`src/rtl/capture_ctrl_pkg.sv`:
```
// capture_ctrl_pkg: shared types for the sample-memory acquisition controller.
//   cap_state_e : capture FSM states (also exported on the debug port)
//   SLOPE_*     : trig_slope encodings
package capture_ctrl_pkg;

  typedef enum logic [2:0] {
    IDLE    = 3'd0,
    PREFILL = 3'd1,
    ARMED   = 3'd2,
    POST    = 3'd3,
    DONE    = 3'd4
  } cap_state_e;

  localparam logic SLOPE_RISE = 1'b0;
  localparam logic SLOPE_FALL = 1'b1;

endpackage

```
`src/rtl/capture_ctrl_if.sv`:
```
// capture_ctrl_if: dual-port sample RAM bus between the capture controller
// (master) and the RAM (slave).
//   ram_addr_a/ram_we_a/ram_in_a : port A write address, enable, data
//   ram_addr_b                   : port B read address
//   ram_out_b                    : port B read data, registered inside the RAM
// Handshake: there is no backpressure on either port. A write is one cycle of
// ram_we_a high with ram_addr_a/ram_in_a stable in that cycle; the RAM takes it
// on the following edge. A read is fire-and-forget: ram_out_b holds the word
// at ram_addr_b one edge after ram_addr_b was presented.
interface capture_ctrl_if #(
  parameter int ADDR_W = 15,
  parameter int DATA_W = 12
);
  logic [ADDR_W-1:0] ram_addr_a;
  logic              ram_we_a;
  logic [DATA_W-1:0] ram_in_a;
  logic [ADDR_W-1:0] ram_addr_b;
  logic [DATA_W-1:0] ram_out_b;

  modport master (
    output ram_addr_a, ram_we_a, ram_in_a, ram_addr_b,
    input  ram_out_b
  );

  modport slave (
    input  ram_addr_a, ram_we_a, ram_in_a, ram_addr_b,
    output ram_out_b
  );
endinterface

```
`src/rtl/capture_ctrl_trig_detect.sv`:
```
// capture_ctrl_trig_detect: level/slope trigger comparator.
//   clock, reset_n          : clock, async active-low reset
//   sample_valid, sample    : incoming ADC sample
//   trig_level, trig_slope  : threshold and edge direction
//   clear                   : arm accepted; forget sample history
//   hit                     : sample crosses the level in the chosen direction
// hit is qualified by sample_valid and by having seen at least one earlier
// sample since the last clear; the caller restricts it to the ARMED phase.
module capture_ctrl_trig_detect
  import capture_ctrl_pkg::*;
#(
  parameter int DATA_W = 12
) (
  input  logic              clock,
  input  logic              reset_n,
  input  logic              sample_valid,
  input  logic [DATA_W-1:0] sample,
  input  logic [DATA_W-1:0] trig_level,
  input  logic              trig_slope,
  input  logic              clear,
  output logic              hit
);
  logic [DATA_W-1:0] prev_q;
  logic              hist_q;
  logic              rise;
  logic              fall;

  // clear wins over a coincident sample: that sample is not part of the capture
  always_ff @(posedge clock or negedge reset_n) begin
    if (!reset_n) begin
      prev_q <= '0;
      hist_q <= 1'b0;
    end else if (clear) begin
      hist_q <= 1'b0;
    end else if (sample_valid) begin
      prev_q <= sample;
      hist_q <= 1'b1;
    end
  end

  assign rise = (prev_q < trig_level) && (sample >= trig_level);
  assign fall = (prev_q > trig_level) && (sample <= trig_level);
  assign hit  = sample_valid && hist_q && ((trig_slope == SLOPE_FALL) ? fall : rise);

endmodule

```
`src/rtl/capture_ctrl.sv`:
```
// capture_ctrl: oscilloscope acquisition controller. Writes samples into the
// sample RAM as a circular buffer, keeps pretrig samples before the trigger,
// freezes after the post-trigger window and serves oldest-first readout.
//   clock, reset_n            : clock, async active-low reset
//   sample_valid, sample      : ADC sample strobe and data
//   arm                       : start a capture (taken in IDLE/DONE only)
//   trig_level, trig_slope    : trigger threshold / direction
//   pretrig                   : pre-trigger sample count, latched on arm
//   force_trig                : sticky software trigger
//   rd_req, rd_index          : readout request, index 0 = oldest
//   rd_valid, rd_data         : readout result, two cycles after rd_req
//   busy, capture_done        : PREFILL/ARMED/POST, and DONE
//   trig_addr                 : RAM address of the trigger sample
//   state_dbg                 : current FSM state
//   ram                       : RAM port A (write) / port B (read)
module capture_ctrl
  import capture_ctrl_pkg::*;
#(
  parameter int ADDR_W = 15,
  parameter int DATA_W = 12
) (
  input  logic              clock,
  input  logic              reset_n,
  input  logic              sample_valid,
  input  logic [DATA_W-1:0] sample,
  input  logic              arm,
  input  logic [DATA_W-1:0] trig_level,
  input  logic              trig_slope,
  input  logic [ADDR_W-1:0] pretrig,
  input  logic              force_trig,
  input  logic              rd_req,
  input  logic [ADDR_W-1:0] rd_index,
  output logic              rd_valid,
  output logic [DATA_W-1:0] rd_data,
  output logic              busy,
  output logic              capture_done,
  output logic [ADDR_W-1:0] trig_addr,
  output cap_state_e        state_dbg,
  capture_ctrl_if.master    ram
);
  localparam logic [ADDR_W-1:0] ADDR_MAX = '1;

  cap_state_e        state_q;
  logic [ADDR_W-1:0] wr_ptr_q, start_addr_q, cnt_q, pre_q, trig_addr_q;
  logic              force_q, busy_q, done_q;
  logic [ADDR_W-1:0] ram_addr_a_q, ram_addr_b_q;
  logic              ram_we_a_q;
  logic [DATA_W-1:0] ram_in_a_q;
  logic              rd_v1_q, rd_v2_q;

  logic              arm_take, capturing, write_en, armed_eval, hit, trig;
  logic [ADDR_W-1:0] cnt_inc, post_len;

  assign arm_take  = arm && ((state_q == IDLE) || (state_q == DONE));
  assign capturing = (state_q == PREFILL) || (state_q == ARMED) || (state_q == POST);
  assign write_en  = sample_valid && capturing;
  // With no pre-trigger samples the very first sample is already in the
  // trigger window, even though the FSM still sits in PREFILL.
  assign armed_eval = (state_q == ARMED) || ((state_q == PREFILL) && (pre_q == '0));
  assign trig       = sample_valid && armed_eval && (hit || force_q);
  assign cnt_inc    = cnt_q + 1'b1;
  assign post_len   = ADDR_MAX - pre_q;

  capture_ctrl_trig_detect #(.DATA_W(DATA_W)) u_trig (
    .clock        (clock),
    .reset_n      (reset_n),
    .sample_valid (sample_valid),
    .sample       (sample),
    .trig_level   (trig_level),
    .trig_slope   (trig_slope),
    .clear        (arm_take),
    .hit          (hit)
  );

  always_ff @(posedge clock or negedge reset_n) begin
    if (!reset_n) begin
      state_q      <= IDLE;
      wr_ptr_q     <= '0;
      start_addr_q <= '0;
      cnt_q        <= '0;
      pre_q        <= '0;
      trig_addr_q  <= '0;
      force_q      <= 1'b0;
      busy_q       <= 1'b0;
      done_q       <= 1'b0;
      ram_addr_a_q <= '0;
      ram_we_a_q   <= 1'b0;
      ram_in_a_q   <= '0;
      ram_addr_b_q <= '0;
      rd_v1_q      <= 1'b0;
      rd_v2_q      <= 1'b0;
    end else begin
      ram_we_a_q <= write_en;
      if (write_en) begin
        ram_addr_a_q <= wr_ptr_q;
        ram_in_a_q   <= sample;
        wr_ptr_q     <= wr_ptr_q + 1'b1;
      end

      if (force_trig) force_q <= 1'b1;

      case (state_q)
        IDLE, DONE: begin
          if (arm) begin
            // pretrig is ADDR_W bits wide, so it never exceeds DEPTH-1
            pre_q   <= pretrig;
            cnt_q   <= '0;
            force_q <= 1'b0;
            state_q <= PREFILL;
            busy_q  <= 1'b1;
            done_q  <= 1'b0;
          end
        end
        PREFILL, ARMED: begin
          if (trig) begin
            trig_addr_q  <= wr_ptr_q;
            start_addr_q <= wr_ptr_q - pre_q;
            cnt_q        <= '0;
            // a full-depth pre-trigger record is complete with the trigger sample
            if (pre_q == ADDR_MAX) begin
              state_q <= DONE;
              busy_q  <= 1'b0;
              done_q  <= 1'b1;
            end else begin
              state_q <= POST;
            end
          end else if ((state_q == PREFILL) && sample_valid) begin
            if (pre_q == '0) begin
              state_q <= ARMED;
            end else begin
              cnt_q <= cnt_inc;
              if (cnt_inc == pre_q) state_q <= ARMED;
            end
          end
        end
        POST: begin
          if (sample_valid) begin
            cnt_q <= cnt_inc;
            if (cnt_inc == post_len) begin
              state_q <= DONE;
              busy_q  <= 1'b0;
              done_q  <= 1'b1;
            end
          end
        end
        default: state_q <= IDLE;
      endcase

      if (rd_req) ram_addr_b_q <= start_addr_q + rd_index;
      rd_v1_q <= rd_req;
      rd_v2_q <= rd_v1_q;
    end
  end

  assign ram.ram_addr_a = ram_addr_a_q;
  assign ram.ram_we_a   = ram_we_a_q;
  assign ram.ram_in_a   = ram_in_a_q;
  assign ram.ram_addr_b = ram_addr_b_q;
  assign rd_valid       = rd_v2_q;
  assign rd_data        = ram.ram_out_b;
  assign busy           = busy_q;
  assign capture_done   = done_q;
  assign trig_addr      = trig_addr_q;
  assign state_dbg      = state_q;

endmodule

```
`src/flat_wrapper.sv`:
```
// flat-port wrapper written by rule: the top's interface ports become plain ports
module capture_ctrl_flat import capture_ctrl_pkg::*;
#(
  parameter int ADDR_W = 15,
  parameter int DATA_W = 12
)
  (clock, reset_n, sample_valid, sample, arm, trig_level, trig_slope, pretrig, force_trig, rd_req, rd_index, rd_valid, rd_data, busy, capture_done, trig_addr, state_dbg, ram_ram_addr_a, ram_ram_we_a, ram_ram_in_a, ram_ram_addr_b, ram_ram_out_b);
  capture_ctrl_if #(.ADDR_W(ADDR_W), .DATA_W(DATA_W)) ram_i ();
  input  logic clock;
  input  logic reset_n;
  input  logic sample_valid;
  input  logic [DATA_W-1:0] sample;
  input  logic arm;
  input  logic [DATA_W-1:0] trig_level;
  input  logic trig_slope;
  input  logic [ADDR_W-1:0] pretrig;
  input  logic force_trig;
  input  logic rd_req;
  input  logic [ADDR_W-1:0] rd_index;
  output logic rd_valid;
  output logic [DATA_W-1:0] rd_data;
  output logic busy;
  output logic capture_done;
  output logic [ADDR_W-1:0] trig_addr;
  output cap_state_e state_dbg;
  output wire logic [$bits(ram_i.ram_addr_a)-1:0] ram_ram_addr_a;
  output wire logic [$bits(ram_i.ram_we_a)-1:0] ram_ram_we_a;
  output wire logic [$bits(ram_i.ram_in_a)-1:0] ram_ram_in_a;
  output wire logic [$bits(ram_i.ram_addr_b)-1:0] ram_ram_addr_b;
  input wire logic [$bits(ram_i.ram_out_b)-1:0] ram_ram_out_b;
  assign ram_ram_addr_a = ram_i.ram_addr_a;
  assign ram_ram_we_a = ram_i.ram_we_a;
  assign ram_ram_in_a = ram_i.ram_in_a;
  assign ram_ram_addr_b = ram_i.ram_addr_b;
  assign ram_i.ram_out_b = ram_ram_out_b;
  capture_ctrl #(.ADDR_W(ADDR_W), .DATA_W(DATA_W)) u_core (.clock(clock), .reset_n(reset_n), .sample_valid(sample_valid), .sample(sample), .arm(arm), .trig_level(trig_level), .trig_slope(trig_slope), .pretrig(pretrig), .force_trig(force_trig), .rd_req(rd_req), .rd_index(rd_index), .rd_valid(rd_valid), .rd_data(rd_data), .busy(busy), .capture_done(capture_done), .trig_addr(trig_addr), .state_dbg(state_dbg), .ram(ram_i));
endmodule
```
`config.mk`:
```
export PLATFORM = sky130hd
export DESIGN_NAME = capture_ctrl_flat
export DESIGN_NICKNAME = d
export VERILOG_FILES = /design/src/rtl/capture_ctrl_pkg.sv /design/src/rtl/capture_ctrl_if.sv /design/src/rtl/capture_ctrl_trig_detect.sv /design/src/rtl/capture_ctrl.sv /design/src/flat_wrapper.sv
export SDC_FILE = /design/constraint.sdc
export NUM_CORES = 1
export LEC_CHECK = 0
export BUFFER_PORTS_ARGS = -buffer_cell sky130_fd_sc_hd__buf_2
export CAP_MARGIN = 20
export CORE_ASPECT_RATIO = 1.2
export CORE_MARGIN = 3
export CORE_UTILIZATION = 47
export DETAILED_ROUTE_END_ITERATION = 7
export PLACE_DENSITY_LB_ADDON = 0.05
export SETUP_SLACK_MARGIN = 0.3
export SKIP_LAST_GASP = 1
export SYNTH_ARGS = -nofsm -noshare
export SYNTH_HDL_FRONTEND = slang
export SYNTH_SLANG_ARGS = --single-unit
```
`constraint.sdc`:
```
create_clock -name clock -period 3.6 [get_ports clock]
set_input_delay 0.36 -clock clock [delete_from_list [all_inputs] [get_ports clock]]
set_output_delay 0.36 -clock clock [all_outputs]
set_load 0.01 [all_outputs]
```
==> run_results.csv, run 1 <==
group,metric,value,unit
outcome,status,"finished with violations",
outcome,violations,"negative hold slack",
setup_path,max_stage_delay,0.56,ns
cts,cts_tree,"built",
final_layout,regArea,0.00348,mm^2
floorplanning,core_area,0.0169,mm^2
place,dpl_worst_slack,0.395,ns
synth,synth_common_cells,"139 x dfrtp_1, 112 x nand2_1, 56 x inv_1",
setup_path,crit_top_cell,"nand3_1",
place,dp_hpwl,15500,um
drt,met3_length,947,um
synth,synthTopCellsByArea,"dfrtp_1 43%, ha_1 8.3%, mux2_2 7.3%",
power_and_ir_drop,ir_drop,0.430,mV
timing,setup_viol_count_final,0,
synth,yosys_warnings,0,
drt,wl_per_cell,17.2,um
cts,clock_latency,0.43,ns
setup_path,arrival,3.38,ns
global_route,grt_pass1_wl,33100,um
cts,post_cts_resize_count,0,
timing,finalHoldViolCount,7,
timing,whs,-0.00880,ns
drt,vias,6485,
final_layout,layout.cells.non_filler,1176,
floorplanning,die_h,150,um
timing,fin_crit,3.07,ns
timing,fin_worst_skew,0.0103,ns
cts,cts_hold_buffers,0,
cts,clock_path_buffers,2,
synth,synth.avg_cell_area,9.76,um^2
global_route,grt_pass1_vias,6643,
setup_path,path_cells,"nand3_1, nor2_1, nand3_1, nor4_1, mux2i_1, o31ai_2, o21ai_2, or2_1, o21a_1",
drt,drcViolationCount,0,
synth,synth_xor_area_share,7.10,%
place,place_inst,1143,
place,gp_congestion,0.902,
power_and_ir_drop,finalPower,7.56,mW
setup_path,criticalPathCategory,"reg -> reg",
setup_path,crit_fanout,11,
synth,yosysSeqAreaShare,42.7,%
synth,netlist_area,0.00814,mm^2
synth,synth_top_area_share,42.7,%
global_route,grt.total_usage,21.8,%
timing,fin_ws,0.530,ns
cts,clk_pin_slew,0.07,ns
floorplanning,initial_utilization,48.1,%
timing,setup-tns-final,0,ns
global_route,grt_max_degree,84,
final_layout,fin_util,56.4,%
synth,postSynth.asyncResetShare,100,%
timing,max_freq,0.326,GHz
cts,root_buffer,"clkbuf_16",
timing,tightest_slew,1.01,ns
synth,synth_cell_types,65,
setup_path,start_kind,"flop",
synth,ys_ff_latch,139,
drt,antenna_left,0,
floorplanning,die_x,126,um
floorplanning,num_rows,52,
synth,yosysMostFrequentCell,"dfrtp_1",
floorplanning,dieArea,0.0189,mm^2
setup_path,cp.required,3.92,ns
synth,yosys.area_share.simple,16.0,%
power_and_ir_drop,powerDensity,793,mW/mm^2
cts,cts_htree_levels,4,
drt,top_layer,"met4",
cts,postCtsSetupBuffers,0,
drt,vias_per_cell,5.51,
timing,relSlewSlack,32.4,%
final_layout,nNetsFinal,1075,
setup_path,crit_path_top_delay_cell,"dfrtp_1",
synth,synth-edff-count,0,
timing,report.final.slew_viol_count,0,
flow_run,maxCapViolations,0,
synth,synth_cells,834,
drt,first_pass_iters,5,
drt,drt_wl_total,20200,um
setup_path,end_kind,"flop",
global_route,grt_overflow,0,
setup_path,crit_family,"simple AND/OR/NAND/NOR gates",
timing,fin_crit_sh,85.3,%
final_layout,area_delta_synth_final,17.1,%
synth,synth_top_family_by_area,"simple AND/OR/NAND/NOR gates",
cts,numCtsBuffers,17,
place,portBuffers,124,
timing,rsz0062_at_grt,"no",
final_layout,drive_above_1_share,24.8,%
global_route,antenna_found_initial,1,
synth,synth_adder_area_share,8.93,%
hold_path,hold_class,"in -> async",
drt,initialDrtViolationCount,339,
drt,wirelength_met1,8570,um
final_layout,num-fill-cells,1534,
cts,cts.sinks,139,
synth,synth_nets,963,
drt,wl_met2,10000,um
synth,synth_compound_area_share,11.7,%
final_layout,multi_input_area,0.00426,mm^2
synth,synth_mux_area_share,8.32,%
setup_path,path_buf_inv,0,
power_and_ir_drop,p_leak,4.55,nW
synth,ys.flop_type,"dfrtp_1",
floorplanning,ios,149,
synth,synth_largest_area_cell,"dfrtp_1",
-- final cells by class --
class	instances	area share, %
Antenna cell	1	0.0262
Clock buffer	18	4.50
Clock inverter	14	1.88
Inverter	58	2.28
Multi-Input combinational cell	597	44.7
Sequential cell	139	36.5
Tap cell	216	2.83
Timing Repair Buffer	133	7.28
-- cells by family (layout without fill, tap and decap cells) --
kind of cell / count (synthesis) / count (layout)
AND/OR/NAND/NOR: 260 / 260
XOR/XNOR: 66 / 66
multiplexers: 61 / 61
other: 0 / 1
AO/OA/AOI/OAI: 153 / 153
buffers and inverters: 98 / 223
flip-flops: 139 / 139
adder cells (fa/ha/maj): 57 / 57
-- power by group --
part	switching, mW	internal, mW
Clock	0.766	1.06
Sequential	0.477	2.07
Combinational	1.74	1.45
-- layer usage --
| metal | GRT usage, % | vias to the layer above |
|---|---|---|
| met3 | 5.11 | 58 |
| met2 | 37.5 | 163 |
| li1 | - | 3160 |
| met5 | 0 | - |
| met4 | 9.17 | 0 |
| met1 | 26.3 | 3104 |
-- metrics by stage --
step,cell area [um^2],hold slack [ns]
after floorplan,8140,0.0644
after global placement,8920,0.339
after detailed placement,8920,0.346
after CTS,9530,0.0216
after global routing,9540,0.0398
final,9540,-0.00880
-- placed cells by master, fill, tap and decap left out, types with 3 or more instances in the layout --
master	n
a211oi_1	3
a21o_1	5
a21oi_1	43
a31oi_1	8
and3_1	7
and4_1	4
buf_2	123
buf_4	9
clkbuf_16	17
dfrtp_1	139
ha_1	54
inv_1	56
inv_6	5
inv_8	4
mux2_2	53
mux2i_1	8
nand2_1	112
nand2b_1	7
nand3_1	21
nand3b_1	5
nand4_1	18
nor2_1	35
nor2b_1	4
nor3_1	15
nor4_1	10
nor4_2	3
o211ai_1	7
o21a_1	4
o21ai_0	38
o21ai_1	4
o22ai_1	14
o31ai_1	5
or3_1	4
xnor2_1	50
xor2_1	16
-- registers in the layout (all words and copies together), names as in the netlist, 3 cells and up --
name / flops
u_core.u_trig.prev_q: 12
u_core.wr_ptr_q: 15
u_core.trig_addr: 15
u_core.start_addr_q: 15
u_core.ram.ram_addr_b: 15
u_core.ram.ram_addr_a: 15
u_core.pre_q: 15
u_core.ram.ram_in_a: 12
u_core.cnt_q: 15
u_core.state_dbg: 3
-- path summary, 6_finish.rpt --
path / from / endpoint / slack [ns] / cells after the start
max: u_core.cnt_q[2] / u_core.busy / 0.53 / 9
max reg2reg: u_core.cnt_q[2] / u_core.busy / 0.53 / 9
min in group clock: pretrig[1] / u_core.pre_q[1] / 0.14 / 3
min reg2reg: u_core.rd_v1_q / u_core.rd_valid / 0.36 / 0
max in group asynchronous: reset_n / u_core.trig_addr[6] / 2.72 / 2
min: reset_n / u_core.rd_valid / -0.009 / 1
No activity file was read; power rests on OpenSTA's default activity.
==> run 2, diff against run 1 <==
--- a/config.mk
+++ b/config.mk
@@ -9,7 +9,7 @@
 export CAP_MARGIN = 20
 export CORE_ASPECT_RATIO = 1.2
 export CORE_MARGIN = 3
-export CORE_UTILIZATION = 47
+export CORE_UTILIZATION = 57
 export DETAILED_ROUTE_END_ITERATION = 7
 export PLACE_DENSITY_LB_ADDON = 0.05
 export SETUP_SLACK_MARGIN = 0.3
==> run_results.csv, run 2 (synthesized netlist as in run 1, its figures left out) <==
group,metric,value,unit
outcome,status,"finished with violations",
outcome,violations,"negative hold slack",
power_and_ir_drop,pwr-share-clk,23.3,%
drt,first_pass_iters,5,
cts,postCtsSetupBuffers,0,
floorplanning,ios,149,
timing,max_freq,0.329,GHz
drt,wl_per_cell,17.5,um
cts,clock_latency,0.43,ns
timing,fin_worst_skew,0.00903,ns
setup_path,crit_fanout,3,
floorplanning,initial_utilization,58.7,%
timing,fin_crit_sh,84.3,%
place,portBuffers,124,
timing,rsz0062_at_grt,"no",
cts,cts_htree_levels,4,
drt,vias_per_cell,5.79,
global_route,grt_overflow,0,
power_and_ir_drop,combPwrFrac,42.7,%
flow_run,maxCapViolations,0,
cts,cts_tree,"built",
global_route,grt_pass1_vias,6680,
floorplanning,die_h,137,um
setup_path,end_kind,"flop",
power_and_ir_drop,switchingPower,2.99,mW
timing,whs,-0.0337,ns
final_layout,area_delta_synth_final,16.1,%
place,place_inst,1097,
final_layout,layout.cells.non_filler,1129,
setup_path,criticalPathCategory,"reg -> reg",
timing,setup-tns-final,0,ns
cts,cts.sinks,139,
drt,drt_wl_total,19700,um
place,dp_hpwl,14900,um
final_layout,num-fill-cells,1097,
final_layout,final_area,0.00945,mm^2
power_and_ir_drop,ir_drop,0.422,mV
global_route,antenna_found_initial,0,
timing,setup_viol_count_final,0,
setup_path,arrival,3.33,ns
setup_path,start_kind,"flop",
cts,post_cts_resize_count,0,
final_layout,fin_util,68.1,%
power_and_ir_drop,finalPower,7.52,mW
cts,numCtsBuffers,17,
floorplanning,die_x,115,um
timing,relSlewSlack,47.7,%
power_and_ir_drop,powerDensity,795,mW/mm^2
final_layout,layout_common_cells,"139 x dfrtp_1, 123 x buf_2, 112 x nand2_1",
final_layout,regArea,0.00348,mm^2
setup_path,cp.required,3.90,ns
final_layout,drive_above_1_share,24.8,%
drt,vias,6541,
hold_path,hold_class,"in -> async",
power_and_ir_drop,switching_share,39.8,%
global_route,grt_pass1_wl,32400,um
power_and_ir_drop,pwr-share-seq,34.0,%
timing,finalHoldViolCount,14,
cts,clk_pin_slew,0.07,ns
final_layout,multi_input_area,0.00426,mm^2
final_layout,nNetsFinal,1074,
floorplanning,num_rows,47,
timing,tightest_slew,0.785,ns
power_and_ir_drop,intPower,4.52,mW
place,dpl_cell_area,0.00886,mm^2
global_route,grt.total_usage,26.0,%
floorplanning,dieArea,0.0158,mm^2
timing,report.final.slew_viol_count,0,
drt,drcViolationCount,0,
timing,fin_crit,3.04,ns
drt,initialDrtViolationCount,392,
power_and_ir_drop,p_leak,4.54,nW
drt,antenna_left,0,
cts,cts_hold_buffers,0,
cts,root_buffer,"clkbuf_16",
cts,clock_path_buffers,2,
final_layout,layout_commonest_cell,"dfrtp_1",
place,gp_congestion,0.985,
global_route,grt_max_degree,85,
setup_path,ff2ff_setup_slack,0.56,ns
final_layout,num_antenna_cells,0,
floorplanning,core_area,0.0139,mm^2
[run 2: changes by cell type in the layout (fill, tap and decap cells not counted), sizes merged]
cell	change
diode	-1
bufinv	-1
clkinvlp	+1
clkinv	+2
inv	-2
buf	-1
[run 2: critical path, stage by stage, from the launching register on]
cell and delay [ns]:
dfrtp_1 0.40, ha_1 0.20, inv_1 0.07, fa_1 0.20, nor2b_1 0.05, o21ai_0 0.23
a21boi_1 0.15, o41ai_1 0.36, o21ai_0 0.21, o41ai_1 0.53, o21ai_0 0.22, xnor2_1 0.19
a21oi_1 0.08
[run 2: metrics by stage]
step / hold slack (ns) / setup slack (ns)
final: -0.0337 / 0.564
after global routing: 0.0574 / 0.320
after CTS: 0.0187 / 0.580
after detailed placement: 0.340 / 0.474
after global placement: 0.336 / 0.573
after floorplan: 0.0644 / 0.865
[run 2: routing by layer]
metal / track usage [%] / wire, um / vias to the layer above
li1: - / - / 3156
met1: 32.4 / 8190 / 3169
met2: 43.9 / 10000 / 175
met3: 5.40 / 986 / 41
met4: 10.6 / 527 / 0
met5: 0 / 0 / -
[run 2: cell type report]
cell class | count | area share (%)
Sequential cell | 139 | 36.8
Multi-Input combinational cell | 597 | 45.1
Timing Repair Buffer | 132 | 7.27
Clock buffer | 18 | 4.65
Tap cell | 171 | 2.26
Inverter | 58 | 2.30
Clock inverter | 14 | 1.63
[run 2: final timing paths]
check | cells past startpoint | from | endpoint
hold / removal | 1 | reset_n | u_core.ram.ram_addr_b[1]
setup reg to reg | 12 | u_core.start_addr_q[0] | u_core.ram.ram_addr_b[14]
setup / recovery | 12 | u_core.start_addr_q[0] | u_core.ram.ram_addr_b[14]
min in group clock | 3 | pretrig[13] | u_core.pre_q[13]
max in group asynchronous | 2 | reset_n | u_core.ram.ram_in_a[9]
hold reg to reg | 0 | u_core.rd_v1_q | u_core.rd_valid
[run 2: power groups by stage]
stage	sequential (mW)	clock, mW	combinational (mW)
finish	2.55	1.75	3.21
global route	2.63	1.84	3.59
CTS	2.56	1.78	3.22
detailed placement	2.58	0	3.20
global placement	2.56	0	3.10
floorplan	2.54	0	2.27
==> run 3, diff against run 2 <==
==> constraint.sdc (replaced) <==
create_clock -name clock -period 3.05 [get_ports clock]
set_input_delay 0.305 -clock clock [delete_from_list [all_inputs] [get_ports clock]]
set_output_delay 0.305 -clock clock [all_outputs]
set_load 0.01 [all_outputs]
==> run_results.csv, run 3 (synthesized netlist as in run 1, its figures left out) <==
group,metric,value,unit
final_layout,nNetsFinal,1092,
timing,fin_crit,2.82,ns
drt,wl_per_cell,18.1,um
setup_path,cp.required,3.40,ns
final_layout,drive_above_1_share,30.6,%
setup_path,path_cells,"ha_4, nor2b_4, o211ai_1, a211oi_2, a2111o_1, mux2i_4, o221ai_4, maj3_4, nand3b_4, o22ai_1",
final_layout,num-fill-cells,1068,
flow_run,maxCapViolations,0,
cts,cts_htree_levels,4,
drt,drcViolationCount,0,
place,portBuffers,124,
final_layout,area_delta_synth_final,21.5,%
drt,vias,6735,
power_and_ir_drop,powerDensity,944,mW/mm^2
timing,finalHoldViolCount,0,
timing,report.final.slew_viol_count,0,
floorplanning,core_area,0.0139,mm^2
global_route,grt_pass1_vias,6674,
cts,clock_path_buffers,2,
drt,initialDrtViolationCount,481,
floorplanning,dieArea,0.0158,mm^2
drt,first_pass_iters,5,
global_route,antenna_found_initial,0,
timing,setup-tns-final,0,ns
global_route,grt.total_usage,26.5,%
cts,clock_latency,0.43,ns
hold_path,whs_path_depth,3,
drt,drt_wl_total,20800,um
place,gp_congestion,0.918,
setup_path,path_buf_inv,0,
cts,clk_pin_slew,0.06,ns
power_and_ir_drop,ir_drop,0.530,mV
hold_path,holdPathEnd,"u_core.pre_q[8]",
timing,setup_viol_count_final,0,
final_layout,layout_common_cells,"135 x dfrtp_1, 123 x buf_2, 112 x nand2_1",
setup_path,crit_path_top_delay_cell,"dfrtp_1",
floorplanning,initial_utilization,58.7,%
setup_path,ff2ff_setup_slack,0.23,ns
setup_path,reg2regPathDepth,10,
setup_path,crit_fanout,8,
drt,antenna_left,0,
setup_path,max_stage_delay,0.41,ns
setup_path,end_kind,"flop",
drt,vias_per_cell,5.87,
cts,cts_tree,"built",
global_route,grt_pass1_wl,32600,um
timing,relSlewSlack,58.9,%
setup_path,criticalPathCategory,"reg -> reg",
setup_path,worst_r2r_startpoint,"u_core.u_trig.prev_q[1]",
setup_path,crit_family,"compound AO/OA/AOI/OAI gates",
hold_path,hold_class,"in -> reg",
timing,fin_crit_sh,92.3,%
timing,rsz0062_at_grt,"yes",
timing,max_freq,0.355,GHz
floorplanning,die_x,115,um
setup_path,arrival,3.16,ns
final_layout,layout_commonest_cell,"dfrtp_1",
cts,root_buffer,"clkbuf_16",
timing,tightest_slew,0.617,ns
timing,whs,0.0852,ns
cts,cts.sinks,139,
floorplanning,num_rows,47,
hold_path,min_from,"pretrig[8]",
floorplanning,die_h,137,um
final_layout,num_antenna_cells,0,
cts,numCtsBuffers,17,
power_and_ir_drop,p_leak,4.70,nW
global_route,grt_max_degree,61,
setup_path,rr_endpoint,"u_core.cnt_q[9]",
timing,fin_worst_skew,0.00927,ns
setup_path,start_kind,"flop",
global_route,grt_overflow,0,
place,dp_hpwl,15200,um
floorplanning,ios,149,
outcome,status,"complete, no violations",
run 3: where the power goes:
| group | leakage [nW] | total [mW] | internal, mW | switching, mW |
|---|---|---|---|---|
| combinational | 2.66 | 4.29 | 1.94 | 2.35 |
| clock | 0.284 | 2.03 | 1.16 | 0.872 |
| sequential | 1.75 | 3.02 | 2.45 | 0.564 |
| total | 4.70 | 9.34 | 5.55 | 3.78 |
run 3: worst max path at each step:
stage | startpoint | to | slack [ns] | cells after the start
floorplan | u_core.u_trig.prev_q[1] | u_core.cnt_q[12] | 0.37 | 11
global placement | trig_level[1] | u_core.cnt_q[14] | 0.05 | 12
detailed placement | trig_level[1] | u_core.cnt_q[14] | -0.02 | 12
CTS | u_core.u_trig.prev_q[1] | u_core.cnt_q[12] | 0.27 | 10
global route | u_core.u_trig.prev_q[1] | u_core.cnt_q[9] | 0.12 | 10
finish | u_core.u_trig.prev_q[1] | u_core.cnt_q[9] | 0.23 | 10
run 3: cell type report:
type / count / area, um^2 / area share [%]
clock inverters: 14 / 151 / 1.53
clock buffers: 18 / 429 / 4.34
well taps: 171 / 214 / 2.16
flip-flops and latches: 139 / 3480 / 35.2
multi-input cells: 599 / 4550 / 46.0
inverters: 58 / 218 / 2.20
repair buffers: 148 / 842 / 8.52
run 3: tightest hold or removal path, cell delays in order:
cell,delay (ns)
buf_2,0.08
nand2_1,0.04
o21ai_0,0.05
run 3: per-stage QoR:
step / total power [mW] / cell area (um^2) / util, % / std cells / setup WS, ns
after floorplan: 5.67 / 8140 / - / 834 / 0.369
after global placement: 6.80 / 8980 / 64.7 / 1110 / 0.0536
after detailed placement: 6.97 / 8980 / 64.7 / 1110 / -0.0219
after CTS: 9.17 / 9710 / 70.0 / 1145 / 0.273
after global routing: 9.96 / 9890 / 71.2 / 1147 / 0.119
final: 9.34 / 9890 / 71.2 / 1147 / 0.233
run 3: timing repair:
| item | 4_1_cts | 5_1_grt |
|---|---|---|
| resized for setup | 21 | 35 |
| endpoints found under the setup margin | 24 | 34 |
| hold buffers | 1 | 0 |
| gates cloned | 2 | 0 |
| buffers inserted | 0 | 2 |
| endpoints found under the hold margin | 58 | 0 |
| pin swaps | 11 | 6 |
run 3: metal layers:
| layer | share of wire [%] | wire length (um) | track usage, % | vias up |
|---|---|---|---|---|
| met5 | 0 | 0 | 0 | - |
| met1 | 40 | 8250 | 31.9 | 3257 |
| li1 | - | - | - | 3198 |
| met4 | 2.0 | 415 | 9.78 | 0 |
| met2 | 53 | 10900 | 47.3 | 242 |
| met3 | 5.8 | 1200 | 4.60 | 38 |
